`src/rtl/mem_arbiter.sv`:
```
// Shares one RAM port between the I-cache and D-cache controllers.
// Define MEM_ARB_ROUND_ROBIN_EN for round-robin arbitration on ties.
module mem_arbiter #(
  parameter int ADDR_W = 32,
  parameter int DATA_W = 32
) (
  input  logic              iCLK,
  input  logic              iRST,
  input  logic [ADDR_W-1:0] ic_addr,
  input  logic              ic_MemRead,
  output logic [DATA_W-1:0] ic_rdata,
  output logic              ic_ready,
  input  logic [ADDR_W-1:0] dc_addr,
  input  logic [ADDR_W-1:0] dc_wb_addr,
  input  logic [DATA_W-1:0] dc_wdata,
  input  logic              dc_MemRead,
  input  logic              dc_MemWrite,
  output logic [DATA_W-1:0] dc_rdata,
  output logic              dc_ready,
  output logic [ADDR_W-1:0] mem_addr,
  output logic [DATA_W-1:0] mem_wdata,
  output logic              mem_MemRead,
  output logic              mem_MemWrite,
  input  logic [DATA_W-1:0] mem_rdata,
  input  logic              mem_ready
);

  localparam logic [2:0] S_IDLE  = 3'd0;
  localparam logic [2:0] S_IC_RD = 3'd1;
  localparam logic [2:0] S_DC_WR = 3'd2;
  localparam logic [2:0] S_DC_RD = 3'd3;
  localparam logic [2:0] S_RESP  = 3'd4;

  logic [2:0]        state;
  logic              wb;
  logic [ADDR_W-1:0] fill_addr;
  logic              dc_req;
  logic              pick_dc;
  logic              done_ic;
  logic              done_dc;

  assign dc_req  = dc_MemRead | dc_MemWrite;
  assign done_ic = (state == S_IC_RD) && mem_ready;
  // DC_RD with the strobe low is the gap after a write-back
  assign done_dc = mem_ready &&
                   (((state == S_DC_WR) && !wb) ||
                    ((state == S_DC_RD) && mem_MemRead));

`ifdef MEM_ARB_ROUND_ROBIN_EN
  logic last_dc;

  assign pick_dc = dc_req && (!ic_MemRead || !last_dc);

  always_ff @(posedge iCLK or posedge iRST) begin
    if (iRST) begin
      last_dc <= 1'b0;
    end else if (done_ic) begin
      last_dc <= 1'b0;
    end else if (done_dc) begin
      last_dc <= 1'b1;
    end
  end
`else
  assign pick_dc = dc_req;
`endif

  always_ff @(posedge iCLK or posedge iRST) begin
    if (iRST) begin
      state        <= S_IDLE;
      wb           <= 1'b0;
      fill_addr    <= '0;
      mem_addr     <= '0;
      mem_wdata    <= '0;
      mem_MemRead  <= 1'b0;
      mem_MemWrite <= 1'b0;
      ic_rdata     <= '0;
      dc_rdata     <= '0;
      ic_ready     <= 1'b0;
      dc_ready     <= 1'b0;
    end else begin
      ic_ready <= done_ic;
      dc_ready <= done_dc;
      case (state)
        S_IDLE: begin
          if (pick_dc) begin
            wb           <= dc_MemWrite & dc_MemRead;
            fill_addr    <= dc_addr;
            mem_addr     <= (dc_MemWrite & dc_MemRead) ?
                            dc_wb_addr : dc_addr;
            mem_wdata    <= dc_wdata;
            mem_MemWrite <= dc_MemWrite;
            mem_MemRead  <= ~dc_MemWrite;
            state        <= dc_MemWrite ? S_DC_WR : S_DC_RD;
          end else if (ic_MemRead) begin
            mem_addr    <= ic_addr;
            mem_MemRead <= 1'b1;
            state       <= S_IC_RD;
          end
        end
        S_IC_RD: begin
          if (done_ic) begin
            ic_rdata    <= mem_rdata;
            mem_MemRead <= 1'b0;
            state       <= S_RESP;
          end
        end
        S_DC_WR: begin
          if (mem_ready) begin
            mem_MemWrite <= 1'b0;
            if (wb) begin
              mem_addr <= fill_addr;
              state    <= S_DC_RD;
            end else begin
              state <= S_RESP;
            end
          end
        end
        S_DC_RD: begin
          if (!mem_MemRead) begin
            mem_MemRead <= 1'b1;
          end else if (mem_ready) begin
            dc_rdata    <= mem_rdata;
            mem_MemRead <= 1'b0;
            state       <= S_RESP;
          end
        end
        S_RESP: state <= S_IDLE;
        default: state <= S_IDLE;
      endcase
    end
  end

endmodule

```
`config.mk`:
```
export PLATFORM = sky130hd
export DESIGN_NAME = mem_arbiter
export DESIGN_NICKNAME = d
export VERILOG_FILES = /design/src/rtl/mem_arbiter.sv
export SDC_FILE = /design/constraint.sdc
export NUM_CORES = 1
export LEC_CHECK = 0
export CORE_MARGIN = 3
export CORE_UTILIZATION = 30
export CTS_CLUSTER_DIAMETER = 30
export DETAILED_ROUTE_END_ITERATION = 12
export PLACE_DENSITY = 0.59
export SETUP_SLACK_MARGIN = 0.5
export SYNTH_ARGS = -nofsm -noshare
export SYNTH_HDL_FRONTEND = slang
export SYNTH_SLANG_ARGS = --single-unit
```
`constraint.sdc`:
```
create_clock -name iCLK -period 7.9 [get_ports iCLK]
set_input_delay 1.58 -clock iCLK [delete_from_list [all_inputs] [get_ports iCLK]]
set_output_delay 1.58 -clock iCLK [all_outputs]
set_load 0.005 [all_outputs]
```
==> impl_metrics.csv <==
group,metric,value,unit
drt,wl,21000,um
timing,rsz0062_at_grt,"no",
drt,dr.first_iter.drc_count,202,
global_route,met2_usage,25.0,%
timing,relSlewSlack,29.0,%
global_route,antenna_found_initial,1,
cells_and_area,nNetsFinal,1052,
floorplanning,die_x,166,um
global_route,grt_use_met1,19.1,%
synth,postSynthCellCount,606,
global_route,grt_pass1_wl,32200,um
synth,synth_top_area_cell,"dfrtp_1",
drt,detail-route-antenna-nets,0,
placement,port_buffers,297,
timing,fmax,0.280,GHz
placement,dp_cells,1191,
timing,slew_violations,0,
worst_setup_path,cpLargestDelayFamily,"buffers and inverters",
cells_and_area,design_area,11400,sq um
synth,synthTopCellsByCount,"dfrtp_1, mux2_2, nand2_1, nor2_1",
synth,ys_ff_latch,168,
clocking,clk_path_buf_depth,2,
floorplanning,fp-row-count,57,
drt,wire_per_inst,17.2,um
synth,synth_fp_nets,772,
pwr,pwr-share-seq,36.6,%
clocking,postCtsHoldBufs,0,
placement,gp_congestion,0.719,
worst_setup_path,slowest_stage,"buf_4",
worst_setup_path,crit_required,8200,ps
clocking,cts.repair.resized,0,
drt,drc,0,
worst_setup_path,crit_buf_inv,3,
worst_setup_path,r2r_setup_slack,5450,ps
global_route,grt_overflow,0,
clocking,insertion_delay,420,ps
drt,via_count,5615,
cells_and_area,drive_above_1_share,23.5,%
floorplanning,ios,298,
clocking,numCtsBuffers,17,
clocking,cts.sinks,168,
clocking,path_clk_slew,60,ps
synth,yosysWarnings,0,
floorplanning,dieArea,27400,sq um
synth,synth_enable_flop_cells,0,
synth,synth_cell_types,29,
cells_and_area,finalNonFillerCells,1225,
global_route,track_usage,15.1,%
timing,fin_skew,12.4,ps
pwr,swShare,31.4,%
floorplanning,start_util,31.0,%
drt,firstDrtPassIters,4,
drt,detail_route.vias_per_cell,4.58,
placement,place_area,10800,sq um
pwr,p_leak,4.63,nW
global_route,grt_use_met3,4.17,%
synth,synth_flop_cell,"dfrtp_1",
pwr,ir_worst_vdd,0.195,mV
pwr,power_density,361,nW/um^2
global_route,grt_max_degree,118,
worst_setup_path,cp_common_cell,"buf_4",
floorplanning,die_h,166,um
timing,finalSetupViolCount,0,
clocking,root_buffer,"clkbuf_16",
synth,ys_seq_area_share,55.0,%
worst_setup_path,path_cells,"buf_2 > buf_4 > nor2_1 > nor3_4 > buf_4 > mux2_2",
placement,dp_hpwl,14800,um
floorplanning,coreArea,24700,sq um
job,max-cap-violations,0,
pwr,comb_power_share,42.9,%
global_route,top_usage_layer,"met2",
cells_and_area,layout-area-overhead-vs-synth,49.9,%
timing,finalHoldViolCount,0,
worst_setup_path,timing.rr.start,"state[0]",
timing,worst-slew-pin-transition,1060,ps
run_status,status,"completed",
global_route,grt_pass1_vias,5807,
synth,synth_area_leaders,"dfrtp_1, mux2_2, mux2i_1",
worst_setup_path,cp-startpoint,"dc_MemWrite",
pwr,p_clk_share,20.5,%
synth,syn_area_per_cell,12.6,sq um
worst_setup_path,worst_ep_arrival_time,3870,ps
synth,synth_most_common_cell,"dfrtp_1",
worst_setup_path,end_kind,"flip-flop",
worst_setup_path,crit_type,"in -> reg",
hold_path,min_from,"ic_rdata[19]",
timing,tns,0,ps
synth,synth_area,7640,sq um
hold_path,hold_path.class,"reg -> reg",
synth,synthArstFlopShare,100,%
timing,finalCritPeriodShare,45.3,%
timing,period_needed,3570,ps
pwr,power.internal,0.00284,W
clocking,cts_tree,"built",
worst_setup_path,critPathLaunchType,"primary input",
worst_setup_path,path_max_fanout,69,
pwr,p_sw,0.00130,W
clocking,cts_setup_buffers,0,
worst_setup_path,slowest_delay,700,ps
synth,synth_top_area_share,55.0,%
clocking,ctsHtreeMaxLevel,4,
[cell type report]
class                      instances  area (sq um)
inverter                           2          12.5
fill                            2323         13200
clock buffer                      17           425
sequential                       168          4200
timing repair buffer             306          3030
antenna                            2          5.00
clock inverter                    15           176
multi-input combinational        391          3180
tap                              324           405
[cells in the final DEF (no fill, tap or decap), drive strengths merged, types with 4 or more instances in the layout]
cell type      instances
mux2i                 32
inv                   10
a31oi                 32
mux2                 160
o211ai                32
clkbuf                17
dfrtp                168
nand2                 68
a21oi                  4
nor2                  40
o21ai                  4
buf                   11
clkdlybuf4s50        295
[power groups by stage]
stage	registers (W)	clock network, W	logic (W)
floorplan	0.00152	0	0.000879
global placement	0.00152	0	0.00180
detailed placement	0.00153	0	0.00181
CTS	0.00152	0.000878	0.00182
global route	0.00158	0.000916	0.00194
finish	0.00151	0.000849	0.00177
[through the flow]
stage	utilization, %	power (W)	setup slack [ps]	hold WS (ps)
floorplan	-	0.00240	1770	480
global placement	43.9	0.00332	3920	488
detailed placement	43.9	0.00335	3890	494
CTS	46.4	0.00422	4350	509
global route	46.4	0.00443	4190	513
finish	46.4	0.00414	4330	505
[worst reg2reg max path: stages (launching register included)]
cell and delay, ps:
dfrtp_1 480, or2_0 420, nor3_4 210, buf_4 700, mux2_2 530
[cells by family after synthesis]
kind of cell,count (synthesis),share of synthesized area [%]
mux,192,27.8
flops,168,55.0
simple gates,119,6.31
compound gates,80,7.45
buf+inv,47,3.41
[sequential cells by signal, indices dropped and copies added (netlist names)]
signal,count
dc_rdata,32
dc_ready,1
fill_addr,32
ic_rdata,32
ic_ready,1
mem_MemRead,1
mem_MemWrite,1
mem_addr,32
mem_wdata,32
state,3
wb,1
[per-layer routing]
metal	routed length, um	vias up	share of wire [%]
li1	-	2734	-
met1	8810	2717	42
met2	10500	144	50
met3	1280	20	6.1
met4	422	0	2.0
met5	0	-	0
[worst paths after layout]
path                                endpoint  cells after the start
min in group asynchronous       mem_wdata[2]                      2
worst max register to register  mem_wdata[0]                      4
worst max-delay path            mem_wdata[0]                      6
max in group asynchronous       mem_addr[27]                      3
worst min-delay path            ic_rdata[19]                      1
worst min register to register  ic_rdata[19]                      1
Note: power is estimated with default switching activity, not from simulation.
